**src/rtl/audio_pwm_out.sv**
```systemverilog
// audio_pwm_out: buffers bus-written PCM samples in a small FIFO and plays
// them out at a fixed sample rate as a 1-bit stream for the audio amplifier.
// Default modulator is PWM; defining AUDIO_OUT_SIGMADELTA_EN swaps in a
// first-order sigma-delta modulator instead.
module audio_pwm_out #(
   parameter int DATA_W     = 8,
   parameter int DEPTH_LOG2 = 4,
   parameter int PRESCALE   = 1
) (
   input  logic                  clk,
   input  logic                  reset,
   input  logic                  wr,
   input  logic [DATA_W-1:0]     din,
   input  logic                  en,
   output logic                  ampPWM,
   output logic                  ampSD,
   output logic                  full,
   output logic                  empty,
   output logic [DEPTH_LOG2:0]   count,
   output logic                  underrun
);

   localparam int                 DEPTH   = 1 << DEPTH_LOG2;
   localparam int                 PS_W    = (PRESCALE > 1) ? $clog2(PRESCALE) : 1;
   localparam logic [PS_W-1:0]    PS_LOAD = PS_W'(PRESCALE - 1);
   localparam logic [DATA_W-1:0]  MID     = {1'b1, {(DATA_W-1){1'b0}}};
   localparam logic [DATA_W-1:0]  PH_MAX  = '1;
   localparam logic [DEPTH_LOG2:0] CNT_FULL = (DEPTH_LOG2+1)'(DEPTH);

   logic                  wr_q;
   logic                  en_q;
   logic [PS_W-1:0]       presc_q, presc_d;
   logic [DATA_W-1:0]     phase_q, phase_d;
   logic [DATA_W-1:0]     sample_q, sample_d;
   logic [DEPTH_LOG2-1:0] wr_ptr_q, wr_ptr_d;
   logic [DEPTH_LOG2-1:0] rd_ptr_q, rd_ptr_d;
   logic [DEPTH_LOG2:0]   count_q, count_d;
   logic                  underrun_q, underrun_d;
   logic                  pwm_q, pwm_d;
   logic [DATA_W-1:0]     mem_q [DEPTH];

   logic wr_stb, push, pop, tick, wrap, en_rise, mod_bit;

   assign wr_stb  = wr & ~wr_q;
   assign full    = (count_q == CNT_FULL);
   assign empty   = (count_q == '0);
   assign push    = wr_stb & ~full;
   assign tick    = en & (presc_q == '0);
   assign wrap    = tick & (phase_q == PH_MAX);
   assign pop     = wrap & ~empty;
   assign en_rise = en & ~en_q;

   assign ampPWM   = pwm_q;
   assign ampSD    = en_q;
   assign count    = count_q;
   assign underrun = underrun_q;

   // Tick timer, phase counter, sample load and FIFO bookkeeping
   always_comb begin
      presc_d    = presc_q;
      phase_d    = phase_q;
      sample_d   = sample_q;
      wr_ptr_d   = wr_ptr_q;
      rd_ptr_d   = rd_ptr_q;
      count_d    = count_q;
      underrun_d = underrun_q;

      // Down-counter reloads on terminal count; held at load value while disabled
      // so the first tick after enable lands PRESCALE clocks later.
      if (!en || presc_q == '0) begin
         presc_d = PS_LOAD;
      end else begin
         presc_d = presc_q - 1'b1;
      end

      if (!en) begin
         phase_d  = PH_MAX;
         sample_d = MID;
      end else if (tick) begin
         phase_d = phase_q + 1'b1;
         if (wrap) begin
            sample_d = empty ? MID : mem_q[rd_ptr_q];
         end
      end

      if (push) begin
         wr_ptr_d = wr_ptr_q + 1'b1;
      end
      if (pop) begin
         rd_ptr_d = rd_ptr_q + 1'b1;
      end

      case ({push, pop})
         2'b10:   count_d = count_q + 1'b1;
         2'b01:   count_d = count_q - 1'b1;
         default: count_d = count_q;
      endcase

      // A new underrun on the enable edge takes priority over the clear.
      if (en_rise) begin
         underrun_d = 1'b0;
      end
      if (wrap && empty) begin
         underrun_d = 1'b1;
      end
   end

`ifdef AUDIO_OUT_SIGMADELTA_EN
   logic [DATA_W:0] acc_q, acc_d, acc_sum;

   // Sigma-delta accumulator; the carry out of each new sum is the output bit
   always_comb begin
      acc_sum = {1'b0, acc_q[DATA_W-1:0]} + {1'b0, sample_q};
      acc_d   = acc_q;
      if (!en) begin
         acc_d = '0;
      end else if (tick) begin
         acc_d = acc_sum;
      end
      mod_bit = acc_d[DATA_W];
   end

   // Accumulator register
   always_ff @(posedge clk or posedge reset) begin
      if (reset) begin
         acc_q <= '0;
      end else begin
         acc_q <= acc_d;
      end
   end
`else
   // PWM comparator: high for the first 'sample' phases of each period
   always_comb begin
      mod_bit = (phase_q < sample_q);
   end
`endif

   // Output bit is forced low whenever playback is disabled
   always_comb begin
      pwm_d = en & mod_bit;
   end

   // Control and status registers
   always_ff @(posedge clk or posedge reset) begin
      if (reset) begin
         wr_q       <= 1'b0;
         en_q       <= 1'b0;
         presc_q    <= PS_LOAD;
         phase_q    <= PH_MAX;
         sample_q   <= MID;
         wr_ptr_q   <= '0;
         rd_ptr_q   <= '0;
         count_q    <= '0;
         underrun_q <= 1'b0;
         pwm_q      <= 1'b0;
      end else begin
         wr_q       <= wr;
         en_q       <= en;
         presc_q    <= presc_d;
         phase_q    <= phase_d;
         sample_q   <= sample_d;
         wr_ptr_q   <= wr_ptr_d;
         rd_ptr_q   <= rd_ptr_d;
         count_q    <= count_d;
         underrun_q <= underrun_d;
         pwm_q      <= pwm_d;
      end
   end

   // FIFO storage; contents need no reset since count gates every read
   always_ff @(posedge clk) begin
      if (push) begin
         mem_q[wr_ptr_q] <= din;
      end
   end

endmodule

```
**config.mk**
```make
export PLATFORM = sky130hd
export DESIGN_NAME = audio_pwm_out
export DESIGN_NICKNAME = d
export VERILOG_FILES = /design/src/rtl/audio_pwm_out.sv
export SDC_FILE = /design/constraint.sdc
export NUM_CORES = 1
export LEC_CHECK = 0
export CORE_UTILIZATION = 61
export DETAILED_ROUTE_END_ITERATION = 8
export GPL_ROUTABILITY_DRIVEN = 0
export PLACE_DENSITY = 0.76
export RECOVER_POWER = 25
export SYNTH_ARGS = -nofsm -noshare
export SYNTH_HDL_FRONTEND = slang
export SYNTH_SLANG_ARGS = --single-unit
```
**constraint.sdc**
```tcl
create_clock -name clk -period 3.8 [get_ports clk]
set_input_delay 0.76 -clock clk [delete_from_list [all_inputs] [get_ports clk]]
set_output_delay 0.76 -clock clk [all_outputs]
set_load 0.01 [all_outputs]
```
==> results.md, run 1 <==
- Status: finished with violations
- Failing checks: capacitance limit, slew limit
- Largest area contributor in the netlist: edfxtp_1
- Slowest CP cell: dfstp_2
- Pre-CTS setup slack: 0.582 ns
- Root Driver: clkbuf_8
- Total number of vias: around 3500
- Pwr dens: between 600 and 700 mW/mm2
- HP Class: reg2reg
- Io pins: 22
- # hold bufs at CTS: 0
- Post-synth net total: between 400 and 500
- Area growth, synth to finish: 13.4%
- Cts bufs inserted: 17
- Area of the multi-input gates: 0.00193 mm2
- Global Route Usage Sum: approximately 25%
- Drt first pass iters: 4
- R2R setup slack: around 0.72 ns
- Tcrit/Tclk final: around four fifths
- Hpwl dp: roughly 8.0 mm
- Worst Tran Pin Value: about 2 ns
- R2R depth: 12
- Crit-path most repeated cell: ha_1
- Seq/Total Area, Yosys: between 60 and 70%
- Final hold violation count: 0
- R2r endpoint: count[4]
- Rel. slew slack: -30.5%
- Die X-Extent: about 110 um
- Largest net degree at the start of global routing: 35
- Ant diodes: 0
- Post-Synthesis Cells: 388
- Number of antenna violations at the first check in global routing: 0
- Vias in the first global route: 3634
- Yosys warnings: 0
- Crit path capture: count[4]
- Max-cap violations: 1
- Library cells used by synthesis: 46
- I/O Buffers: 21
- Clock sink count: roughly 160
- RSZ-0062 raised after global routing: false
- DRC Markers: 0
- Cts repair resizes: 0
- Total chip power: between 5 and 6 mW
- Clock latency on the worst-skew pair: roughly 0.52 ns
- Row cnt: 38
- Post-CTS setup repair buffer count: 0
- Synth top area share: a little under three fifths
- Crit path cell chain: ha_1, nand3b_1, nor3_1, and3_1, ha_1, xor2_1, ha_1, o21a_1, o21ai_0, nand3b_1, a21oi_1, xor2_1
- Initial DRC Count: 278
- Total core area: roughly 0.011 mm2
- Clock Tree Buf Depth: 2
- Reg area: 0.00471 mm2
- Setup TNS: 0 ns
- Max Freq: 325 MHz
- Initial Util: around 63%
- Final #Nets: ~450
- Post-Syn Area per Cell: approximately 18 um2
- WS Path Type: reg2reg
- Critical path depth: 12
- Signal arrival time at the worst endpoint: between 3 and 4 ns
- First-pass GRT wire length: 19.7 mm
- Worst path bufs/invs: 0
- GRT Residual Overflow: 0
- Routed vias/inst: between 6 and 7
- Most frequent cells in the layout: edfxtp_1, mux4_2, dfrtp_1
- Max VDD drop: roughly 0.43 mV
- Max H-tree Level: 4
- Die ar.: 0.0116 mm2
- Worst path top cell family by delay: simple AND/OR/NAND/NOR gates
- # setup viols final: 0
- Critical Path Max Stage Delay: 0.58 ns
- CTS clk-pin slew, worst paths: around 0.060 ns
- CTS tree: done
- Final setup margin: 0.720 ns
- Number of synthesized flops with an enable pin: 128
- Fraction of layout cells with a size suffix above 1: between 10% and 20%
- Height of the die: 108 um
- Launch point of the worst reg-to-reg path: phase_q[0]
- Placement Cell Area: about 0.007 mm2
- FILL cells: 670
- Fin crit period: 3.08 ns
- Leading cell type in the layout, fill and taps excluded: edfxtp_1
- Setup crit start kind: register
- Synthesized area: ~0.0068 mm2
- WL/cell: about 22 um
- CP startpoint: phase_q[0]
- Hold Slack: 0.491 ns
- Worst path required time: ~4.2 ns
- Top_reg_cell synth: edfxtp_1
- Final wirelength: approximately 13 mm
- Synth async-reset ratio: 21.0%
- Final Instance Area: just under 0.008 mm2
- Max-slew violation count: 35
- Synthesis-stage register bit count: about 160
- Leak: around 2.7 nW
- Worst Clk Skew: about 0.0074 ns
- Antenna-violating nets left: 0
- Top cells by area, synth: edfxtp_1, dfrtp_1, mux4_2
- Critical Path Fanout Max: 8
- Critical Path End Type: register
## sequential cells by signal (all words and copies together) (netlist names)
name and flops:
mem_q 128, phase_q 8, sample_q 8, count 5, rd_ptr_q 4, wr_ptr_q 4, ampPWM 1, ampSD 1
presc_q 1, underrun 1, wr_q 1
## cell type report
type                    instances  share of cell area (%)
flip-flops and latches        162                    61.0
multi-input cells             195                    25.0
clock buffers                  17                    5.37
repair buffers                 28                    3.31
clock inverters                15                    2.46
well taps                     140                    2.27
inverters                      13                   0.632
## synthesized netlist by cell type (all sizes together), types with 11 or more instances
master / instances
inv: 13
ha: 17
buf: 14
dfrtp: 25
xor2: 11
edfxtp: 128
mux4: 30
a21oi: 12
and2: 16
mux2i: 11
nand2: 15
## per-stage QoR
step                util, %  std cells
global route           71.2        570
detailed placement     65.7        538
finish                 71.2        570
global placement       65.7        538
CTS                    71.3        570
floorplan                 -        388
## worst register-to-register path, delay by kind of cell (launching register included)
family | cells | cell delay [ns]
and+or+nand+nor | 4 | 0.81
adders and majority gates | 3 | 0.80
DFF | 1 | 0.58
AOI/OAI and AO/OA | 3 | 0.52
xor gates and xnor gates | 2 | 0.30
## kinds of logic (layout without fill, tap and decap cells)
family	after synthesis	in the layout	share of synthesized area [%]
adder cells (fa/ha/maj)	17	17	3.12
flip-flops	162	162	69.1
other	1	1	0.0551
buffers and inverters	31	73	2.56
AO/OA/AOI/OAI	45	45	4.45
XOR/XNOR	19	19	2.44
multiplexers	45	45	12.5
AND/OR/NAND/NOR	68	68	5.70
## routing by layer
layer,vias to the layer above,global-route usage (%),wire length [um]
li1,1562,-,-
met5,-,0,0
met2,100,37.9,6370
met3,16,6.66,781
met1,1783,33.0,5490
met4,0,10.5,170
## worst min path at each step
stage	cells after the start	start	to
final	2	sample_q[7]	sample_q[7]
after global routing	2	sample_q[7]	sample_q[7]
after detailed placement	2	sample_q[7]	sample_q[7]
after CTS	2	sample_q[7]	sample_q[7]
after global placement	2	sample_q[7]	sample_q[7]
after floorplan	2	sample_q[7]	sample_q[7]
## power by group
part	internal, mW	switching [mW]	total [mW]
sequential	2.10	0.272	2.37
combinational	0.622	0.517	1.14
clock	1.06	0.666	1.73
total	3.78	1.46	5.24
Note: power is estimated with default switching activity, not from simulation.
==> inputs of run 2 (changes only) <==
Clock period 3.8 ns to 3.1 ns, I/O delays scaled along.
==> results.md, run 2 (synthesis gave the netlist of run 1 again) <==
- R2R depth: 10
- Critical Path End Type: output port
- Clock latency on the worst-skew pair: ~0.53 ns
- Setup crit start kind: register
- Antenna-violating nets left: 0
- Worst path bufs/invs: 2
- # hold bufs at CTS: 0
- Worst Tran Pin Value: ~1.9 ns
- Fin crit period: slightly below 3 ns
- Drt first pass iters: 5
- Failing checks: capacitance limit, slew limit
- Row cnt: 38
- Signal arrival time at the worst endpoint: 2.30 ns
- Slowest CP cell: clkdlybuf4s50_1
- Final #Nets: 451
- Ant diodes: 0
- Initial Util: approximately 63%
- Number of antenna violations at the first check in global routing: 0
- R2r endpoint: count[4]
- Status: finished with violations
- Vias in the first global route: between 3000 and 4000
- Total core area: 0.0108 mm2
- Die ar.: 0.0116 mm2
- Io pins: 22
- Max-cap violations: 1
- WS Path Type: reg2out
- Fraction of layout cells with a size suffix above 1: a little under a fifth
- # setup viols final: 0
- Final setup margin: 0.178 ns
- HP Class: reg2reg
- Leading cell type in the layout, fill and taps excluded: edfxtp_1
- Crit path cell chain: nor4_1, nand2b_1, inv_1, clkdlybuf4s50_1
- DRC Markers: 0
- Height of the die: ~110 um
- CP startpoint: count[1]
- Cts bufs inserted: 17
- GRT Residual Overflow: 0
- Top reg by flops: mem_q
- Routed vias/inst: between 6 and 7
- Worst path top cell family by delay: buffers and inverters
- Final hold violation count: 0
- First-pass GRT wire length: between 20 and 25 mm
- Pwr dens: 836 mW/mm2
- Global Route Usage Sum: approximately 26%
- WL/cell: roughly 23 um
- I/O Buffers: 21
- Pre-CTS setup slack: 0.234 ns
- Max-slew violation count: 35
- Max H-tree Level: 4
- CTS clk-pin slew, worst paths: roughly 0.060 ns
- Critical path depth: 4
- Most frequent cells in the layout: edfxtp_1, mux4_2, dfrtp_1
- Clock Tree Buf Depth: 2
- Crit path capture: empty
- Die X-Extent: roughly 110 um
- Root Driver: clkbuf_8
- Cts repair resizes: 0
- Max Freq: around 340 MHz
- RSZ-0062 raised after global routing: false
- Critical Path Fanout Max: 9
- CTS tree: done
- Area growth, synth to finish: 14.1%
- Initial DRC Count: 239
- Total number of vias: about 3500
- Worst Clk Skew: roughly 0.0076 ns
- Max reg flops: 128
- Launch point of the worst reg-to-reg path: count[1]
- Critical Path Max Stage Delay: roughly 0.54 ns
- Largest regs: mem_q: 128 flops, phase_q: 8 flops, sample_q: 8 flops
- Rel. slew slack: -24.4%
- Total chip power: between 6 and 7 mW
- Tcrit/Tclk final: a little over nine tenths
- R2R setup slack: approximately 0.23 ns
- Clock sink count: between 150 and 200
- Finished Core Util: a little under three quarters
- Hpwl dp: around 8.4 mm
- Worst path required time: ~2.5 ns
- Largest net degree at the start of global routing: 35
- Final wirelength: 13.1 mm
- Max VDD drop: ~0.51 mV
- Leak: roughly 2.7 nW
- Worst Hold Launch: sample_q[7]
- Post-CTS setup repair buffer count: 0
- Setup TNS: 0 ns
==> run 2: cell types whose count changed in the layout (fill, tap and decap cells not counted) <==
cell,delta
buf_4,+5
clkbuf_8,+1
clkinv_1,-3
clkbuf_1,+2
clkinv_2,-1
clkinvlp_4,+1
==> run 2: worst min path at each step <==
stage	cells past startpoint	endpoint	slack, ns
after floorplan	2	sample_q[7]	0.45
after global placement	2	sample_q[7]	0.48
after detailed placement	2	sample_q[7]	0.50
after CTS	3	rd_ptr_q[1]	0.49
after global routing	2	sample_q[7]	0.53
final	2	sample_q[7]	0.50
==> run 2: routing by layer <==
metal	share of wire, %	track usage [%]	vias up
li1	-	-	1583
met1	43	34.9	1820
met2	50	40.2	121
met3	5.4	6.72	23
met4	2.1	10.4	0
met5	0	0	-
==> run 2: per-stage QoR <==
| stage | cell area, um2 | instances | hold slack [ns] |
|---|---|---|---|
| 6_report | 7770 | 575 | 0.502 |
| 5_1_grt | 7770 | 575 | 0.529 |
| 4_1_cts | 7770 | 575 | 0.491 |
| 3_5_place_dp | 7160 | 543 | 0.497 |
| 3_3_place_gp | 7160 | 543 | 0.476 |
| 2_1_floorplan | 6810 | 388 | 0.453 |
==> run 2: area by class of cell <==
type / count / area (um2)
Multi-Input combinational cell: 195 / 1930
Inverter: 13 / 48.8
Fill cell: 658 / 3070
Clock inverter: 12 / 181
Sequential cell: 162 / 4710
Timing Repair Buffer: 33 / 293
Tap cell: 140 / 175
Clock buffer: 20 / 435
==> run 2: power breakdown <==
part	total [mW]	internal [mW]	switching, mW
Combinational	1.48	0.780	0.699
Clock	2.16	1.33	0.823
Sequential	2.86	2.57	0.286
Total	6.50	4.69	1.81
==> run 2: worst register-to-register path, cell delays in order (launching register included) <==
cell      delay (ns)
dfrtp_1         0.47
nor4_1          0.42
nand2b_1        0.22
and3_1          0.29
ha_1            0.23
buf_4           0.17
ha_1            0.33
a31oi_1         0.09
or2_2           0.27
a21oi_1         0.16
xor2_1          0.15
==> inputs of run 3 (changes only) <==
Settings changed: ABC_AREA from default to 0.
==> results of run 3 <==
Final layout, timing and power as in run 2 (identical DEF).
